<file path="config.mk">
export PLATFORM = sky130hd
export DESIGN_NAME = serial_receiver_param
export DESIGN_NICKNAME = d
export VERILOG_FILES = /design/src/rtl/serial_receiver_param.sv
export SDC_FILE = /design/constraint.sdc
export NUM_CORES = 1
export LEC_CHECK = 0
export BUFFER_PORTS_ARGS = -buffer_cell sky130_fd_sc_hd__clkbuf_2
export CORE_MARGIN = 2
export CORE_UTILIZATION = 58
export DETAILED_ROUTE_END_ITERATION = 6
export HOLD_SLACK_MARGIN = 0.15
export PLACE_DENSITY = 0.84
export SLEW_MARGIN = 10
export SYNTH_ARGS = -nofsm -noshare
export SYNTH_HDL_FRONTEND = slang
export SYNTH_SLANG_ARGS = --single-unit
export TNS_END_PERCENT = 1
</file>
<file path="constraint.sdc">
create_clock -name clk -period 1.88 [get_ports clk]
set_input_delay 0.094 -clock clk [delete_from_list [all_inputs] [get_ports clk]]
set_output_delay 0.094 -clock clk [all_outputs]
set_load 0.005 [all_outputs]
</file>
<file path="src/rtl/serial_receiver_param.sv">
// Oversampled UART-style receiver with majority voting, false-start rejection,
// break handling and a valid/ready holding register with error reporting.
module serial_receiver_param #(
  parameter int unsigned OVERSAMPLE = 16,
  parameter int unsigned DATA_BITS  = 8,
  parameter int unsigned PARITY     = 0,
  parameter int unsigned STOP_BITS  = 1
) (
  input  logic                 clk,
  input  logic                 rst,
  input  logic                 i_tick,
  input  logic                 i_rx,
  output logic [DATA_BITS-1:0] o_data,
  output logic                 o_valid,
  input  logic                 i_ready,
  output logic                 o_parity_error,
  output logic                 o_frame_error,
  output logic                 o_overrun,
  output logic                 o_busy
);

  localparam int unsigned TW = $clog2(OVERSAMPLE);
  localparam int unsigned BW = $clog2(DATA_BITS);
  localparam int unsigned M  = OVERSAMPLE / 2;

  localparam logic [TW-1:0] POS_A     = TW'(M - 1);
  localparam logic [TW-1:0] POS_B     = TW'(M);
  localparam logic [TW-1:0] POS_V     = TW'(M + 1);
  localparam logic [TW-1:0] POS_END   = TW'(OVERSAMPLE - 1);
  localparam logic [BW-1:0] LAST_DATA = BW'(DATA_BITS - 1);
  localparam logic [BW-1:0] LAST_STOP = BW'(STOP_BITS - 1);
  localparam logic          ODD       = (PARITY == 1);

  typedef enum logic [2:0] {
    S_IDLE, S_START, S_DATA, S_PAR, S_STOP, S_BREAK
  } state_t;

  state_t                 state;
  logic                   rx_meta;
  logic                   rx_s;
  logic [TW-1:0]          tick_cnt;
  logic [BW-1:0]          bit_cnt;
  logic                   smp_a;
  logic                   smp_b;
  logic [DATA_BITS-1:0]   shreg;
  logic                   perr;
  logic                   ferr;

  logic at_vote;
  logic at_end;
  logic vote;
  logic done;
  logic done_ferr;

  assign at_vote   = i_tick && (tick_cnt == POS_V);
  assign at_end    = i_tick && (tick_cnt == POS_END);
  assign vote      = (smp_a & smp_b) | (smp_a & rx_s) | (smp_b & rx_s);
  assign done      = at_vote && (state == S_STOP) && (bit_cnt == LAST_STOP);
  assign done_ferr = ferr | ~vote;

  // Two-flop synchroniser; idles high so reset never looks like a start bit
  always_ff @(posedge clk) begin
    if (rst) begin
      rx_meta <= 1'b1;
      rx_s    <= 1'b1;
    end else begin
      rx_meta <= i_rx;
      rx_s    <= rx_meta;
    end
  end

  // Frame sequencer, advanced only on oversample ticks
  always_ff @(posedge clk) begin
    if (rst) begin
      state    <= S_IDLE;
      tick_cnt <= '0;
      bit_cnt  <= '0;
      smp_a    <= 1'b1;
      smp_b    <= 1'b1;
      shreg    <= '0;
      perr     <= 1'b0;
      ferr     <= 1'b0;
    end else if (i_tick) begin
      if (state == S_IDLE || state == S_BREAK)
        tick_cnt <= '0;
      else
        tick_cnt <= (tick_cnt == POS_END) ? '0 : tick_cnt + TW'(1);
      if (tick_cnt == POS_A) smp_a <= rx_s;
      if (tick_cnt == POS_B) smp_b <= rx_s;

      case (state)
        S_IDLE: begin
          if (!rx_s) begin
            state    <= S_START;
            tick_cnt <= TW'(1);
            perr     <= 1'b0;
            ferr     <= 1'b0;
          end
        end
        S_START: begin
          if (at_vote && vote) begin
            state    <= S_IDLE;
            tick_cnt <= '0;
          end else if (at_end) begin
            state   <= S_DATA;
            bit_cnt <= '0;
          end
        end
        S_DATA: begin
          if (at_vote) shreg <= {vote, shreg[DATA_BITS-1:1]};
          if (at_end) begin
            if (bit_cnt == LAST_DATA) begin
              bit_cnt <= '0;
              state   <= (PARITY != 0) ? S_PAR : S_STOP;
            end else begin
              bit_cnt <= bit_cnt + BW'(1);
            end
          end
        end
        S_PAR: begin
          if (at_vote) perr <= (^{shreg, vote}) ^ ODD;
          if (at_end) begin
            state   <= S_STOP;
            bit_cnt <= '0;
          end
        end
        S_STOP: begin
          // Last stop bit completes at its vote so the next start edge is not missed
          if (at_vote) begin
            if (!vote) ferr <= 1'b1;
            if (bit_cnt == LAST_STOP) begin
              state    <= done_ferr ? S_BREAK : S_IDLE;
              tick_cnt <= '0;
              bit_cnt  <= '0;
            end
          end else if (at_end) begin
            bit_cnt <= bit_cnt + BW'(1);
          end
        end
        S_BREAK: begin
          if (rx_s) state <= S_IDLE;
        end
        default: state <= S_IDLE;
      endcase
    end
  end

  // Holding register: a completing frame wins over a pending handshake
  always_ff @(posedge clk) begin
    if (rst) begin
      o_data         <= '0;
      o_valid        <= 1'b0;
      o_parity_error <= 1'b0;
      o_frame_error  <= 1'b0;
      o_overrun      <= 1'b0;
      o_busy         <= 1'b0;
    end else begin
      o_overrun <= 1'b0;
      o_busy    <= (state != S_IDLE);
      if (done) begin
        if (!o_valid || i_ready) begin
          o_data         <= shreg;
          o_parity_error <= perr;
          o_frame_error  <= done_ferr;
          o_valid        <= 1'b1;
        end else begin
          o_overrun <= 1'b1;
        end
      end else if (o_valid && i_ready) begin
        o_valid        <= 1'b0;
        o_parity_error <= 1'b0;
        o_frame_error  <= 1'b0;
      end
    end
  end

endmodule

</file>
* Yosys cells after proc, flatten, opt, wreduce, memory -nomap -nowiden
Cells that the tools add are included.
** Storage, ports and cells
- Bits in registers :: 37
- Input port bits :: 5
- Word-level logic and storage cells :: 117
** Operators by class
- Add/sub/neg operators :: 2
- Equality and inequality tests :: 24
- Mux-type cells :: 40
- Bitwise gates (word level) :: 8
- Reduce and logical (&&, ||, !) cells :: 27
** Operator list (number)
- $mux W3 :: 17
- $mux W4 :: 6
- $ne A2 B2 Y1 const B :: 9
- $pmux W3 S6 :: 1
- $eq A4 B4 Y1 const B :: 3
- $mux W1 :: 12
- $pmux W3 S4 :: 1
- $pmux W4 S3 :: 1
- $eq A3 B3 Y1 const B :: 3
- $reduce_and A9 Y1 :: 1
- $reduce_xor A9 Y1 :: 1
- $reduce_and A2 Y1 :: 4
- $eq A3 B2 Y1 const B :: 2
- $logic_and A1 B1 Y1 :: 6
- $logic_not A3 Y1 :: 2
- $ne A3 B3 Y1 const B :: 2
- $reduce_and A6 Y1 :: 1
- $reduce_bool A2 Y1 :: 3
- $reduce_and A5 Y1 :: 1
- $add A4 B1 Y4 const B :: 1
- $eq A4 B3 Y1 const B :: 1
- $ne A2 B1 Y1 const B :: 2
- $pmux W1 S2 :: 2
- $reduce_and A4 Y1 :: 1
- other kinds (12) :: 18

* Logic depth before layout (Yosys ltp)
Gate-level depths: netlist of run 1.
- Word-level depth :: 9
- Gate-level depth with buffers :: 8
- Depth with buffers taken out :: 7

* Worst setup path after synthesis of run 1
OpenSTA, ideal clock, no wires.
- Path kind :: reg-to-reg
- From :: reg tick_cnt[0]
- To :: reg state[2]
- Setup time :: 0.123 ns
- Arrival time :: 1.580 ns
- Required time :: 1.757 ns
- Path slack :: 0.177 ns
- Cell stages (with the launch flop) :: 7
- Path buffers :: 0
- Path through :: dfxtp_1 -> ha_1 -> and4b_4 -> and2_4 -> o2111ai_2 -> a31oi_2 -> mux2_1
** On the way
- Longest elaborated chain between the ends :: 5
- Elaborated cells between the ends (all ways) :: 12
- Those cells by class :: eq/ne (6); mux (2); reduce/logical (4)
** RTL lines
- start, declared :: line 41 : logic [TW-1:0] tick_cnt;
- start signal, assigned :: line 87 : tick_cnt <= (tick_cnt == POS_END) ? '0 : tick_cnt + TW'(1);
- $eq A4 B4 Y1 :: line 55 : assign at_vote = i_tick && (tick_cnt == POS_V);
- $logic_and A1 B1 Y1 :: line 55
- $logic_and A1 B1 Y1 :: line 101 : if (at_vote && vote) begin
- $ne A3 B3 Y1 (no line) or $mux W3 (tied branches)
- $reduce_and A9 Y1 (no line) or $pmux W3 S6 (tied branches)
- end signal, assigned :: line 114 : state <= (PARITY != 0) ? S_PAR : S_STOP;
- end signal, assigned :: line 132 : state <= done_ferr ? S_BREAK : S_IDLE;
- end, declared :: line 38 : state_t state;
Parallel ways exist; a longest one is shown, timed or not.
A chain may end at the register's enable or synchronous reset.

* Worst setup path after layout of run 1
- From :: reg tick_cnt[1]
- To :: reg state[2]
The elaborated chain is that of the path after synthesis.

==> qor.yml, run 1 <==
synth:
  netlist_instances: 201
  synth_area_um2: 1840
  async_flop_share_pct: 0
  synth_edf_count: 0
  synth_top_area_share_pct: 40.4
  ys_warn_count: 0
  synth_cell_type_count: 49
  yosys.area.top_type: "dfxtp_1"
  synth_ff_type: "dfxtp_1"
  syn_nets: 212
  syn_avg_cell_area_um2: 9.13
  yosys-top-cells-area: "dfxtp_1 40%, mux2i_1 9.8%, nor2_1 5.5%"
  ys_ff_latch: 37
  yosysSeqAreaShare_pct: 40.4
sta:
  min_period_ns: 1.80
  worst_pin_slew_ns: 0.522
  skew_ns: 0.0103
  final-hold-violation-count: 0
  finalCritPeriodShare_pct: 95.8
  tns_ns: 0
  rsz0062_at_grt: "false"
  setup_viol: 0
  clock.fmax_mhz: 555
  worst_slack_ns: 0.0790
  whs_ns: 0.273
  timing.max_slew.rel_slack_pct: 65.2
  drv_slew: 0
critical_path:
  crit_type: "reg -> reg"
  slowest_delay_ns: 0.35
  startpoint_type: "flip-flop"
  crit_chain: "inv_2 -> ha_2 -> and4b_4 -> and2_4 -> o2111ai_2 -> a31oi_2 -> mux2_1"
  crit_required_ns: 2.12
  crit_path_end_kind: "flip-flop"
  cp.arrival_ns: 2.04
  rrSetupSlack_ns: 0.08
  r2r_start: "tick_cnt[1]"
  path_max_fanout: 4
  crit_slowest_cell: "dfxtp_2"
  cp-startpoint: "tick_cnt[1]"
route:
  drt_pass1_iterations: 4
  drt_iter0_drc: 46
  post_drt_wl_per_cell_um: 13.7
  drt_wl_total_mm: 3.73
  detail_route.drc_violations: 0
  drtAntennaViolNets: 0
  vias_per_cell: 5.65
  via_count: 1542
floorplan:
  initial_core_util_pct: 60.6
  num_rows: 20
  io_pins: 18
  dieHeight_um: 60.3
  core_um2: 3030
  dieArea_um2: 3630
  die_x_um: 60.3
finish:
  syn_to_final_growth_pct: 16.7
  final_common_cell: "dfxtp_1"
  stdcell_count: 273
  fin_area_um2: 2140
  layout.nets: 239
  final_cell_mix: "35 x dfxtp_1, 27 x nor2_1, 18 x mux2i_1"
  final_util_pct: 70.7
  antenna-diode-count: 0
  drive_gt1_share_pct: 23.6
cts:
  cts.reportedPaths.clkPinSlew_ns: 0.11
  clk_latency_ns: 0.34
  cts_tree: "yes"
  clock-root-buffer: "clkbuf_4"
  cts-htree-levels: 2
  clockBufferDepth: 2
  cts-buffers-inserted: 5
  post_cts_buffers: 0
  cts_sinks: 37
run:
  drv_cap: 0
place:
  detailed_place_hpwl_mm: 2.65
  dp.cells: 261
  place_congestion: 0.910
  placed_area_um2: 2000
  portBuffers: 17
  dp_slack_ns: 0.0763
pwr:
  cellPowerDensity_nw_per_um2: 684
  ir_drop_v: 0.000631
  leakage_nw: 0.825
  total_power_mw: 1.47
grt:
  grt_pass1_wl_mm: 5.98
  grt.total_usage_pct: 22.1
  grt_overflow_total: 0
  grt_antenna_before_repair: 0
  grt_max_degree: 28
  grt_pass1_vias: 1395
hold_path:
  hp-class: "in -> reg"
  hp-start: "rst"
run_status:
  status: "finished, final reports clean"
kinds of logic after synthesis:
group | share of synthesized area (%)
AND/OR/NAND/NOR | 20.9
flip-flops | 40.4
AO/OA/AOI/OAI | 15.0
buffers and inverters | 4.84
multiplexers | 10.4
XOR/XNOR | 3.82
adder cells (fa/ha/maj) | 4.70
cell usage after synthesis, types with 2 or more instances:
library cell,n
nand3_1,7
nand4b_1,2
a31oi_1,3
nor2b_1,5
o21ai_0,3
xnor2_1,7
nor3b_1,2
o211ai_1,5
or2_2,2
a21oi_1,7
buf_2,2
nand2_1,12
buf_4,3
nand4_1,2
o31ai_1,3
clkbuf_1,5
nor2_1,27
a22oi_1,2
mux2i_1,18
nor3_1,5
ha_1,6
nand2b_1,2
inv_1,9
dfxtp_1,37
report_power, final:
part	total (mW)	internal (mW)	switching (mW)	leakage, nW
Clock	0.580	0.316	0.264	0.0445
Combinational	0.0864	0.0376	0.0488	0.480
Sequential	0.800	0.790	0.00955	0.300
cell type report:
class	instances	area, µm²
inverters	9	33.8
well taps	44	55.1
clock inverters	2	37.5
fillers	244	886
clock buffers	6	51.3
multi-input cells	144	1020
flip-flops and latches	37	743
repair buffers	31	201
path summary, 6_finish.rpt:
kind / to / cells after the start
setup / recovery: state[2] / 7
hold / removal: bit_cnt[2] / 2
setup reg to reg: state[2] / 7
hold reg to reg: rx_s / 1
layer usage:
layer	global-route usage, %	share of wire, %	vias to the layer above	wire length (µm)
li1	-	-	765	-
met1	26.8	45	718	1680
met2	36.5	48	53	1790
met3	6.49	5.8	6	215
met4	8.57	1.2	0	46
met5	0	0	-	0
state kept, by name, summed over array words and instances (netlist names), 3 cells and up:
| register | count |
|---|---|
| o_data | 8 |
| shreg | 8 |
| tick_cnt | 4 |
| bit_cnt | 3 |
| state | 3 |
critical path: cells and delay by family (launching register included):
family	cells	cell delay, ns
AO/OA/AOI/OAI	2	0.36
adder cells (fa/ha/maj)	1	0.18
buffers and inverters	1	0.06
flip-flops	1	0.35
multiplexers	1	0.34
AND/OR/NAND/NOR	2	0.41
timing repair:
item | 4_1_cts | 5_1_grt
gates resized for setup | 0 | 10
setup endpoints to repair | 0 | 10
hold buffers | 3 | 0
hold endpoints to repair | 7 | 0
(Power assumes the default switching activity.)
==> run 2: changes to the inputs <==
--- a/config.mk
+++ b/config.mk
@@ -7,10 +7,10 @@
 export LEC_CHECK = 0
 export BUFFER_PORTS_ARGS = -buffer_cell sky130_fd_sc_hd__clkbuf_2
 export CORE_MARGIN = 2
-export CORE_UTILIZATION = 58
+export CORE_UTILIZATION = 52
 export DETAILED_ROUTE_END_ITERATION = 6
 export HOLD_SLACK_MARGIN = 0.15
-export PLACE_DENSITY = 0.84
+export PLACE_DENSITY = 0.8
 export SLEW_MARGIN = 10
 export SYNTH_ARGS = -nofsm -noshare
 export SYNTH_HDL_FRONTEND = slang
==> constraint.sdc (replaced) <==
create_clock -name clk -period 1.55 [get_ports clk]
set_input_delay 0.0775 -clock clk [delete_from_list [all_inputs] [get_ports clk]]
set_output_delay 0.0775 -clock clk [all_outputs]
set_load 0.005 [all_outputs]
==> qor.yml, run 2 (synthesis results as in run 1) <==
cts:
  cts-htree-levels: 2  # unchanged
  clockBufferDepth: 2  # unchanged
  clock-root-buffer: "clkbuf_4"
  cts_tree: "yes"
  cts.reportedPaths.clkPinSlew_ns: 0.11  # about the same
  cts_sinks: 37  # unchanged
  cts-buffers-inserted: 5  # unchanged
  clk_latency_ns: 0.34  # about the same
finish:
  num-fill-cells: 254  # +4.1%
  syn_to_final_growth_pct: 33.0
  multi_input_area_um2: 1100  # +8.1%
  final_common_cell: "buf_4"
  final_util_pct: 72.6  # +1.8 points
  seqCellArea_um2: 749  # +0.84%
  fin_area_um2: 2440  # +14%
  final_cell_mix: "35 x buf_4, 32 x dfxtp_1, 27 x nor2_1"
  drive_gt1_share_pct: 37.3  # +14 points
  stdcell_count: 301  # +10%
  antenna-diode-count: 0  # unchanged
  layout.nets: 265  # +11%
  top_regs: "o_data: 8 flops, shreg: 8 flops, tick_cnt: 4 flops"
sta:
  worst_slack_ns: -0.170  # -0.249 ns
  min_period_ns: 1.72  # -0.0809 ns
  finalCritPeriodShare_pct: 111  # +15 points
  clock.fmax_mhz: 581  # +4.7%
  timing.max_slew.rel_slack_pct: 68.5  # +3.3 points
  tns_ns: -2.35  # -2.35 ns
  final-hold-violation-count: 0  # unchanged
  setup_viol: 28  # +28
  whs_ns: 0.206  # -0.0672 ns
  worst_pin_slew_ns: 0.473  # -0.0490 ns
  rsz0062_at_grt: "true"
  drv_slew: 0  # unchanged
  skew_ns: 0.0112  # +0.000950 ns
pwr:
  ir_drop_v: 0.000882  # +40%
  leakage_nw: 0.974  # +18%
  cellPowerDensity_nw_per_um2: 740  # +8.1%
  total_power_mw: 1.81  # +23%
run:
  drv_cap: 0  # unchanged
route:
  detail_route.drc_violations: 0  # unchanged
  via_count: 1674  # +8.6%
  post_drt_wl_per_cell_um: 14.4  # +5.7%
  drt_iter0_drc: 101  # +120%
  drtAntennaViolNets: 0  # unchanged
  drt_wl_total_mm: 4.35  # +17%
  vias_per_cell: 5.56  # -1.5%
  drt_pass1_iterations: 4  # unchanged
run_status:
  status: "complete, but fails checks"
  failed_checks: "setup timing"
grt:
  grt.total_usage_pct: 23.5  # +1.4 points
  grt_max_degree: 24  # -14%
  grt_overflow_total: 0  # unchanged
  grt_antenna_before_repair: 0  # unchanged
  grt_pass1_wl_mm: 7.45  # +25%
  grt_pass1_vias: 1671  # +20%
place:
  dp.cells: 287  # +10%
  portBuffers: 17  # unchanged
  detailed_place_hpwl_mm: 3.04  # +15%
  placed_area_um2: 2220  # +11%
  dp_slack_ns: -0.177  # -0.253 ns
  place_congestion: 0.889  # -2.3%
critical_path:
  crit_type: "reg -> reg"
  cp.arrival_ns: 1.94  # -0.10 ns
  path_max_fanout: 5  # +1
  crit_path_end_kind: "flip-flop"
  crit_buf_inv: 2  # +1
  crit_slowest_cell: "dfxtp_2"
  crit_chain: "inv_2 -> ha_4 -> and4b_4 -> nand4_1 -> nor2b_2 -> buf_6 -> mux2i_1 -> nor2_1"
  critPathTopFamily: "simple AND/OR/NAND/NOR gates"
  crit_required_ns: 1.77  # -0.35 ns
  startpoint_type: "flip-flop"
  slowest_delay_ns: 0.37  # +0.02 ns
floorplan:
  num_rows: 21  # +5.0%
  dieArea_um2: 4020  # +11%
  core_um2: 3360  # +11%
  io_pins: 18  # unchanged
  initial_core_util_pct: 54.6  # -6.0 points
  die_x_um: 63.4  # +5.2%
  dieHeight_um: 63.4  # +5.2%
hold_path:
  hp-class: "in -> reg"
-- run 2: path summary, 6_finish.rpt --
kind	start	end	slack [ns]	cells past startpoint
min	i_tick	ferr	0.21	4
max	tick_cnt[1]	o_data[3]	-0.17	8
max reg2reg	tick_cnt[1]	o_data[3]	-0.17	8
min reg2reg	rx_meta	rx_s	0.43	1
-- run 2: report_power, final --
part | internal (mW) | total (mW) | switching, mW
Clock | 0.385 | 0.700 | 0.315
Combinational | 0.0633 | 0.138 | 0.0744
Sequential | 0.958 | 0.968 | 0.0101
Total | 1.41 | 1.81 | 0.400
-- run 2: timing repair --
action,4_1_cts,5_1_grt
hold buffers,2,0
setup buffers,2,1
hold endpoints to repair,5,0
gates cloned,1,0
pin swaps,5,2
setup endpoints to repair,26,29
gates resized for setup,12,9
-- run 2: worst reg2reg max path: cells and delay by family, from the launching register on --
kind / cells / cell delay [ns]
adder cells (fa/ha/maj): 1 / 0.13
AND/OR/NAND/NOR: 4 / 0.67
flip-flops: 1 / 0.37
buffers and inverters: 2 / 0.24
multiplexers: 1 / 0.20
-- run 2: final cells by class --
| class | instances | area share, % |
|---|---|---|
| repair buffers | 57 | 16.8 |
| clock inverters | 2 | 1.49 |
| inverters | 9 | 1.38 |
| flip-flops and latches | 37 | 30.7 |
| clock buffers | 6 | 2.10 |
| well taps | 46 | 2.36 |
| multi-input cells | 144 | 45.2 |
-- run 2: per-layer routing --
| layer | track usage (%) | up-vias | share of wire [%] |
|---|---|---|---|
| met5 | 0 | - | 0 |
| met4 | 10.6 | 0 | 3.0 |
| met3 | 5.36 | 16 | 5.7 |
| met2 | 41.3 | 59 | 49 |
| met1 | 26.9 | 780 | 42 |
| li1 | - | 819 | - |
==> run 3: changes to the inputs <==
--- a/config.mk
+++ b/config.mk
@@ -6,7 +6,6 @@
 export NUM_CORES = 1
 export LEC_CHECK = 0
 export BUFFER_PORTS_ARGS = -buffer_cell sky130_fd_sc_hd__clkbuf_2
-export CORE_MARGIN = 2
 export CORE_UTILIZATION = 52
 export DETAILED_ROUTE_END_ITERATION = 6
 export HOLD_SLACK_MARGIN = 0.15
==> qor.yml, run 3 (synthesis results as in run 1) <==
run_status:
  status: "complete, but fails checks"
  failed_checks: "setup timing"
route:
  via_count: 1630  # -2.6%
  vias_per_cell: 5.49  # -1.3%
  drt_iter0_drc: 86  # -15%
  drt_wl_total_mm: 4.41  # +1.4%
  drtAntennaViolNets: 0  # unchanged
  drt_pass1_iterations: 4  # unchanged
  post_drt_wl_per_cell_um: 14.8  # +2.7%
  detail_route.drc_violations: 0  # unchanged
pwr:
  p_int_mw: 1.28  # -8.8%
  switchingPower_mw: 0.400  # +0.19%
  leakage_nw: 0.926  # -5.0%
  combPwrFrac_pct: 7.4  # -0.2 points
  ir_drop_v: 0.000478  # -46%
  cellPowerDensity_nw_per_um2: 708  # -4.3%
  switching_share_pct: 23.8  # +1.7 points
  p_seq_share_pct: 57.5  # +3.9 points
  pwr-share-clk_pct: 35.1  # -3.7 points
place:
  place_congestion: 0.895  # +0.70%
  portBuffers: 17  # unchanged
  placed_area_um2: 2210  # -0.68%
  detailed_place_hpwl_mm: 3.06  # +0.69%
floorplan:
  dieHeight_um: 61.4  # -3.2%
  die_x_um: 61.4  # -3.2%
  dieArea_um2: 3770  # -6.2%
  io_pins: 18  # unchanged
  core_um2: 3360  # unchanged
  initial_core_util_pct: 54.6  # unchanged
  num_rows: 21  # unchanged
critical_path:
  path_max_fanout: 5  # unchanged
  cp.arrival_ns: 2.04  # +0.10 ns
  crit_type: "reg -> reg"
  crit_path_end_kind: "flip-flop"
  r2r_start: "tick_cnt[1]"
  r2r_cells: 8  # unchanged
  crit_slowest_cell: "dfxtp_4"
  crit_chain: "inv_4 -> ha_4 -> and4b_4 -> nand4_1 -> nor2b_2 -> buf_6 -> mux2i_2 -> nor2_1"
  slowest_delay_ns: 0.39  # +0.02 ns
  cp-startpoint: "tick_cnt[1]"
  crit_buf_inv: 2  # unchanged
  critPathTopFamily: "simple AND/OR/NAND/NOR gates"
  crit_required_ns: 1.76  # about the same
  startpoint_type: "flip-flop"
  cp.depth: 8  # unchanged
finish:
  seqCellArea_um2: 751  # +0.17%
  num-fill-cells: 282  # +11%
  layout.nets: 261  # -1.5%
  multi_input_area_um2: 1080  # -2.0%
  fin_area_um2: 2380  # -2.6%
  top_regs: "o_data: 8 flops, shreg: 8 flops, tick_cnt: 4 flops"
  final_cell_mix: "33 x dfxtp_1, 31 x buf_4, 27 x nor2_1"
  antenna-diode-count: 0  # unchanged
  syn_to_final_growth_pct: 29.6
  drive_gt1_share_pct: 36.7  # -0.60 points
  final_common_cell: "dfxtp_1"
hold_path:
  min_path_cells: 4  # unchanged
  hp-class: "in -> reg"
  hp-start: "i_tick"
cts:
  clockBufferDepth: 2  # unchanged
  cts-htree-levels: 2  # unchanged
  cts_sinks: 37  # unchanged
  clk_latency_ns: 0.34  # about the same
  cts_tree: "yes"
  cts.reportedPaths.clkPinSlew_ns: 0.11  # about the same
  cts-buffers-inserted: 5  # unchanged
  clock-root-buffer: "clkbuf_4"
sta:
  worst_slack_ns: -0.282  # -0.112 ns
  clock.fmax_mhz: 546  # -6.1%
  skew_ns: 0.00556  # -0.00566 ns
  setup_viol: 25  # -11%
  worst_pin_slew_ns: 0.456  # -0.0174 ns
  tns_ns: -3.18  # -0.829 ns
  final-hold-violation-count: 0  # unchanged
  whs_ns: 0.200  # -0.00531 ns
  drv_slew: 0  # unchanged
  timing.max_slew.rel_slack_pct: 69.6  # +1.2 points
  finalCritPeriodShare_pct: 118  # +7.2 points
  min_period_ns: 1.83  # +0.112 ns
  rsz0062_at_grt: "true"
grt:
  grt_antenna_before_repair: 0  # unchanged
  grt.total_usage_pct: 25.9  # +2.4 points
  grt_overflow_total: 0  # unchanged
  grt_pass1_vias: 1518  # -9.2%
  grt_max_degree: 24  # unchanged
  grt_pass1_wl_mm: 6.98  # -6.4%
run:
  drv_cap: 0  # unchanged
run 3: cell types whose count changed in the layout (fill, tap and decap cells not counted), sizes merged:
cell / change
bufinv: -1
clkbuf: +1
buf: -4
run 3: final timing paths:
| path | to | slack [ns] |
|---|---|---|
| max | o_data[7] | -0.28 |
| min | tick_cnt[1] | 0.20 |
| max reg2reg | o_data[7] | -0.28 |
| min reg2reg | rx_s | 0.43 |
run 3: per-layer routing:
layer  wire length [µm]  track usage [%]  part of all wire (%)  vias up
li1                   -                -                     -      814
met1               1890             30.7                    43      773
met2               2290             45.2                    52       34
met3                145             6.93                   3.3        9
met4                 74             9.21                   1.7        0
met5                  0                0                     0        -
run 3: area by class of cell:
| type | instances | share of cell area, % |
|---|---|---|
| Clock buffer | 7 | 2.74 |
| Multi-Input combinational cell | 144 | 45.4 |
| Sequential cell | 37 | 31.6 |
| Clock inverter | 1 | 0.368 |
| Inverter | 9 | 1.53 |
| Timing Repair Buffer | 53 | 16.0 |
| Tap cell | 46 | 2.42 |
run 3: worst register-to-register path: cells and delay by family (launching register included):
kind	cells	cell delay [ns]
adders and majority gates	1	0.12
and+or+nand+nor	4	0.73
DFF	1	0.39
buffers and inverters	2	0.24
muxes	1	0.23
run 3: metrics by stage:
stage	util, %	cells	setup WS [ns]	power, mW
after CTS	69.5	297	-0.236	1.69
after detailed placement	65.6	285	-0.217	1.11
after global routing	70.7	297	-0.316	1.76
after floorplan	-	201	-0.0964	1.06
final	70.7	297	-0.282	1.68
after global placement	65.6	285	-0.163	1.10
run 3: power groups by stage:
stage	Sequential, mW	Clock (mW)	Combinational [mW]
after floorplan	0.987	0	0.0728
after global placement	0.990	0	0.113
after detailed placement	0.990	0	0.116
after CTS	0.969	0.604	0.121
after global routing	0.969	0.653	0.136
final	0.967	0.591	0.125
run 3: what timing repair did:
item	CTS	global route
setup buffers	1	0
setup endpoints to repair	26	28
cloned	1	0
resized for setup	6	18
hold buffers	2	0
pin swaps	2	8
hold endpoints to repair	5	0
